==> src/rtl/lsb_pkg.sv <==
// Shared types and defaults for the LSB steganography extractor.
// Holds the FSM state encoding and the width defaults used by the top.
package lsb_pkg;

  localparam int DEF_PIX_W     = 8;
  localparam int DEF_LEN_W     = 8;
  localparam int BITS_PER_BYTE = 8;

  typedef enum logic [1:0] {
    ST_IDLE    = 2'd0,
    ST_COLLECT = 2'd1,
    ST_EMIT    = 2'd2,
    ST_DONE    = 2'd3
  } state_t;

endpackage

==> src/rtl/lsb_keystream.sv <==
// Decryption key register: loads on start, rotates left after each byte; XOR is combinational.
// Zero-latency XOR path, no backpressure of its own (the caller decides when to rotate).
module lsb_keystream
  import lsb_pkg::*;
(
  input  logic                     clk,
  input  logic                     rst_n,
  input  logic                     load,
  input  logic [BITS_PER_BYTE-1:0] key_in,
  input  logic                     rotate,
  input  logic [BITS_PER_BYTE-1:0] data_in,
  output logic [BITS_PER_BYTE-1:0] key_cur,
  output logic [BITS_PER_BYTE-1:0] data_out
);

  always_ff @(posedge clk or negedge rst_n) begin
    if (!rst_n) begin
      key_cur <= '0;
    end else if (load) begin
      key_cur <= key_in;
    end else if (rotate) begin
      key_cur <= {key_cur[BITS_PER_BYTE-2:0], key_cur[BITS_PER_BYTE-1]};
    end
  end

  assign data_out = data_in ^ key_cur;

endmodule

==> src/rtl/lsb_extract.sv <==
// Rebuilds message bytes from pixel LSBs (MSB-first), decrypts with a rotating key, tracks XOR checksum.
// Byte valid one cycle after its 8th pixel; a stalled msg_ready holds the byte and blocks pixel intake.
module lsb_extract
  import lsb_pkg::*;
#(
  parameter int PIX_W = DEF_PIX_W,
  parameter int LEN_W = DEF_LEN_W
) (
  input  logic             wb_clk,
  input  logic             wb_rst_n,
  input  logic             start,
  input  logic [LEN_W-1:0] msg_len,
  input  logic [7:0]       key,
  input  logic [PIX_W-1:0] pix_data,
  input  logic             pix_valid,
  output logic             pix_ready,
  output logic [7:0]       msg_byte,
  output logic             msg_valid,
  input  logic             msg_ready,
  output logic             busy,
  output logic             done,
  output logic [7:0]       checksum
);

  state_t                   state;
  logic [LEN_W-1:0]         len_q;
  logic [LEN_W-1:0]         byte_cnt;
  logic [LEN_W-1:0]         byte_cnt_nxt;
  logic [2:0]               bit_cnt;
  logic [BITS_PER_BYTE-1:0] shreg;
  logic [BITS_PER_BYTE-1:0] assembled;
  logic [BITS_PER_BYTE-1:0] key_cur;
  logic [BITS_PER_BYTE-1:0] dec_byte;
  logic                     start_acc;
  logic                     msg_hs;
  logic                     unused_pix;

  // Only the LSB of each sample carries payload.
  assign unused_pix   = ^pix_data;

  assign start_acc    = (state == ST_IDLE) && start;
  assign msg_hs       = msg_valid && msg_ready;
  assign assembled    = {shreg[BITS_PER_BYTE-2:0], pix_data[0]};
  assign byte_cnt_nxt = byte_cnt + 1'b1;

  assign pix_ready    = (state == ST_COLLECT);
  assign busy         = (state != ST_IDLE);
  assign done         = (state == ST_DONE);

  lsb_keystream u_keystream (
    .clk      (wb_clk),
    .rst_n    (wb_rst_n),
    .load     (start_acc),
    .key_in   (key),
    .rotate   (msg_hs),
    .data_in  (assembled),
    .key_cur  (key_cur),
    .data_out (dec_byte)
  );

  always_ff @(posedge wb_clk or negedge wb_rst_n) begin
    if (!wb_rst_n) begin
      state     <= ST_IDLE;
      len_q     <= '0;
      byte_cnt  <= '0;
      bit_cnt   <= '0;
      shreg     <= '0;
      msg_byte  <= '0;
      msg_valid <= 1'b0;
      checksum  <= '0;
    end else begin
      case (state)
        ST_IDLE: begin
          if (start) begin
            len_q    <= msg_len;
            byte_cnt <= '0;
            bit_cnt  <= '0;
            shreg    <= '0;
            checksum <= '0;
            state    <= (msg_len == '0) ? ST_DONE : ST_COLLECT;
          end
        end
        ST_COLLECT: begin
          if (pix_valid) begin
            shreg   <= assembled;
            bit_cnt <= bit_cnt + 3'd1;
            // Eighth bit completes the byte; decrypt with the key as it stands now.
            if (bit_cnt == 3'(BITS_PER_BYTE - 1)) begin
              msg_byte  <= dec_byte;
              msg_valid <= 1'b1;
              state     <= ST_EMIT;
            end
          end
        end
        ST_EMIT: begin
          if (msg_ready) begin
            msg_valid <= 1'b0;
            checksum  <= checksum ^ msg_byte;
            byte_cnt  <= byte_cnt_nxt;
            state     <= (byte_cnt_nxt == len_q) ? ST_DONE : ST_COLLECT;
          end
        end
        ST_DONE: begin
          state <= ST_IDLE;
        end
        default: begin
          state <= ST_IDLE;
        end
      endcase
    end
  end

endmodule

==> config.mk <==
export PLATFORM = sky130hd
export DESIGN_NAME = lsb_extract
export DESIGN_NICKNAME = d
export VERILOG_FILES = /design/src/rtl/lsb_pkg.sv /design/src/rtl/lsb_keystream.sv /design/src/rtl/lsb_extract.sv
export SDC_FILE = /design/constraint.sdc
export NUM_CORES = 1
export LEC_CHECK = 0
export CORE_MARGIN = 4
export CORE_UTILIZATION = 40
export CTS_BUF_LIST = sky130_fd_sc_hd__clkbuf_4
export DETAILED_ROUTE_END_ITERATION = 16
export SLEW_MARGIN = 10
export SYNTH_ARGS = -nofsm -noshare
export SYNTH_HDL_FRONTEND = slang
export SYNTH_HIERARCHICAL = 1
export SYNTH_SLANG_ARGS = --single-unit
export TNS_END_PERCENT = 10
==> constraint.sdc <==
create_clock -name wb_clk -period 1.7 [get_ports wb_clk]
set_input_delay 0.255 -clock wb_clk [delete_from_list [all_inputs] [get_ports wb_clk]]
set_output_delay 0.255 -clock wb_clk [all_outputs]
set_load 0.02 [all_outputs]
==> results.rst <==
.. list-table::
   :header-rows: 1

   * - Metric
     - Value
   * - Post-synth top cells
     - sky130_fd_sc_hd__dfrtp_1 (53), sky130_fd_sc_hd__nand2_1 (27), sky130_fd_sc_hd__xor2_1 (20)
   * - Average wire per cell in the routed design
     - 14.5 um
   * - Actual slew at the worst max-slew pin
     - 0.300 ns
   * - Min Clock Period, post-route
     - 1.62 ns
   * - DRC errors left
     - 0
   * - Cell chain of the critical path
     - clkdlybuf4s50_1
   * - Overflow after GRT
     - 0
   * - Largest driver fanout on the critical path
     - 2
   * - Number of flip-flops and latches in the synthesized netlist
     - 53
   * - Number of violations of the max-capacitance limit
     - 0
   * - DIE AREA
     - 0.00772 mm^2
   * - Share of final-layout standard cells stronger than drive strength 1
     - 0.182
   * - Type of the setup path with the least slack
     - reg -> out
   * - Final cycle utilization of the critical path
     - 0.953
   * - WP buf/inv
     - 1
   * - Arrival time at the worst endpoint
     - 1.36 ns
   * - Post-synthesis to final-layout area growth
     - 28.2%
   * - IO Count
     - 49
   * - H-tree depth
     - 2
   * - Area share of the largest cell type after synthesis
     - 0.520
   * - Run status
     - finished, final reports clean
   * - Crit. path cell count
     - 1
   * - # fillers
     - 558
   * - Async set-reset flop share out of synthesis
     - 1.00
   * - Syn Inst Count
     - 224
   * - Setup-violating endpoint count in the final report
     - 0
   * - Max Transition Viols Final
     - 0
   * - Synth area leaders
     - sky130_fd_sc_hd__dfrtp_1 (52%), sky130_fd_sc_hd__mux2_2 (7.5%), sky130_fd_sc_hd__xor2_1 (6.9%)
   * - Peak supply drop
     - 0.633 mV
   * - Netlist cell types
     - 39
   * - Seq. cell area
     - 0.00133 mm^2
   * - Max stage delay on crit path
     - 0.61 ns
   * - Clk_lat worst skew
     - 0.37 ns
   * - Top cell type by total area after synthesis
     - sky130_fd_sc_hd__dfrtp_1
   * - Die outline width
     - 87.9 um
   * - Number of rows created at floorplan
     - 28
   * - Accumulated negative setup slack
     - 0 ns
   * - Buffer cell driving the clock tree root
     - sky130_fd_sc_hd__clkbuf_4
   * - First-iteration detailed-routing DRC count
     - 92
   * - HPWL reported at the end of detailed placement
     - 3.83 mm
   * - Area taken by multi-input logic gates
     - 0.00117 mm^2
   * - Routability cong.
     - 0.813
   * - Kind of start point of the critical path
     - register
   * - TritonCTS clock tree
     - built
   * - Via count of the first global-routing pass
     - 1,762
   * - Maximum number of pins on one net before global-route repair
     - 35
   * - Avg Inst Size Synth
     - 11.4 um^2
   * - Vias per cell
     - 5.00
   * - Dominant delay contributor by cell family on the critical path
     - buffers and inverters
   * - Type of element capturing the critical path
     - output pin
   * - Maximum buffer depth of the clock tree
     - 2
   * - TritonRoute pass-1 iters
     - 4
   * - EDFF count, synth
     - 0
   * - Post-synth top flop
     - sky130_fd_sc_hd__dfrtp_1
   * - Height of the die
     - 87.9 um
   * - Routed via count
     - 1,776
   * - Setup repair after global routing missed its margin
     - false
   * - Maximum clock rate
     - 617 MHz
   * - Hold_ws
     - 0.371 ns
   * - Static Leak
     - 1.70 nW
   * - Slew headroom
     - 0.800
   * - Total CTS buffers
     - 5
   * - Total of buffers placed on input and output ports
     - 41
   * - Worst EP required
     - 1.44 ns
   * - Overall Global Routing Usage
     - 0.143
   * - Slowest stage cell, crit path
     - sky130_fd_sc_hd__clkdlybuf4s50_1
   * - Final Net Count
     - 311
   * - Floorplan core area
     - 0.00606 mm^2
   * - Clock-pin slew on the worst setup and hold paths
     - 0.15 ns
   * - Syn Nets
     - 256
   * - Number of cell instances on the worst register-to-register path
     - 6
   * - Sinks on Clock Net
     - 53
   * - Global-route wire length before repair
     - 8.60 mm
   * - Number of diodes
     - 0
   * - Final Hold Fails
     - 0
   * - Yosys warning total
     - 6
   * - Register area share after synthesis
     - 0.520
   * - DRT Wirelength
     - 5.14 mm
   * - Maximum clock skew at final layout
     - 0.0161 ns
   * - Antenna violations before repair
     - 0
   * - PD cells
     - 1320 mW/mm^2
   * - Detail Route Antenna Nets
     - 0
   * - Netlist area before placement
     - 0.00255 mm^2
   * - Initial core utilization
     - 0.421
   * - Most instantiated library cell after synthesis
     - sky130_fd_sc_hd__dfrtp_1
   * - Worst Hold Class
     - in -> async
## timing repair
action	in CTS	in global routing
resized for setup	5	17
buffers inserted	1	0
pin swaps	0	1
setup endpoints to repair	3	15
endpoints found under the hold margin	53	0
hold buffers	1	0
## per-layer routing
metal / vias to the layer above / part of all wire / track usage
met4: 0 / 0.014 / 0.0418
met2: 29 / 0.44 / 0.212
met3: 6 / 0.037 / 0.0282
met1: 850 / 0.51 / 0.213
met5: - / 0 / 0
li1: 891 / - / -
## registers in the layout, indices dropped and copies added, names as in the netlist
| register | count |
|---|---|
| byte_cnt | 8 |
| u_keystream/key_cur | 8 |
| state | 2 |
| bit_cnt | 3 |
| shreg | 7 |
| msg_byte | 8 |
| len_q | 8 |
| msg_valid | 1 |
| checksum | 8 |
## final cells by class
cell class / count / area share
Inverter: 1 / 0.00115
Clock inverter: 2 / 0.0119
Tap cell: 75 / 0.0287
Multi-Input combinational cell: 162 / 0.357
Timing Repair Buffer: 56 / 0.182
Clock buffer: 6 / 0.0138
Sequential cell: 53 / 0.406
## cell families (layout without fill, tap and decap cells)
group | count (synthesis) | in the layout | synth area share
simple gates | 65 | 65 | 0.131
compound gates | 43 | 43 | 0.112
mux | 25 | 25 | 0.106
fa+ha+maj | 3 | 3 | 0.0147
xor+xnor | 26 | 26 | 0.0892
buf+inv | 9 | 65 | 0.0274
flops | 53 | 53 | 0.520
## power by group
part           switching [mW]  total (mW)  internal (mW)
sequential              0.332        1.95           1.62
combinational           0.784        1.63          0.850
clock                   0.397       0.727          0.330
## cell usage in the layout (no fill, tap or decap), types with 2 or more instances in the layout
cell type                         Yosys  final
sky130_fd_sc_hd__and4_1               2      2
sky130_fd_sc_hd__o21ai_1              8      8
sky130_fd_sc_hd__mux2_2              17     17
sky130_fd_sc_hd__dfrtp_2              0      2
sky130_fd_sc_hd__nor4_1               2      2
sky130_fd_sc_hd__a22o_1              10     10
sky130_fd_sc_hd__ha_1                 3      2
sky130_fd_sc_hd__clkbuf_4             0      6
sky130_fd_sc_hd__and3_1               3      3
sky130_fd_sc_hd__xnor2_1              6      6
sky130_fd_sc_hd__nand2b_1             2      2
sky130_fd_sc_hd__o31ai_1              2      2
sky130_fd_sc_hd__nand2_1             27     27
sky130_fd_sc_hd__dfrtp_1             53     51
sky130_fd_sc_hd__dlymetal6s2s_1       0     12
sky130_fd_sc_hd__and2_1               5      5
sky130_fd_sc_hd__buf_4                3     10
sky130_fd_sc_hd__a21oi_1              3      3
sky130_fd_sc_hd__o21ai_0             12     12
sky130_fd_sc_hd__clkdlybuf4s50_1      0     25
sky130_fd_sc_hd__xor2_1              20     20
sky130_fd_sc_hd__mux2i_1              8      8
sky130_fd_sc_hd__nor2_1              15     15
sky130_fd_sc_hd__buf_12               0      4
## path summary, 6_finish.rpt
check / from / to / slack, ns
setup / recovery: checksum[6] / checksum[6] / 0.08
hold / removal: wb_rst_n / msg_byte[7] / 0.37
setup reg to reg: state[1] / byte_cnt[1] / 0.11
hold reg to reg: bit_cnt[1] / bit_cnt[1] / 0.53
max in group asynchronous: wb_rst_n / state[0] / 1.11
min in group wb_clk: key[6] / u_keystream/key_cur[6] / 0.39
## stage by stage
step / utilization / power [mW] / setup WS (ns) / instances / area [um^2]
finish: 0.540 / 4.31 / 0.0800 / 355 / 3270
global route: 0.540 / 4.61 / 0.00719 / 355 / 3270
CTS: 0.533 / 4.34 / 0.0105 / 355 / 3230
detailed placement: 0.517 / 3.61 / 0.0634 / 345 / 3130
global placement: 0.517 / 3.58 / 0.0823 / 345 / 3130
floorplan: - / 3.02 / 0.139 / 224 / 2550
(Power assumes the default switching activity.)
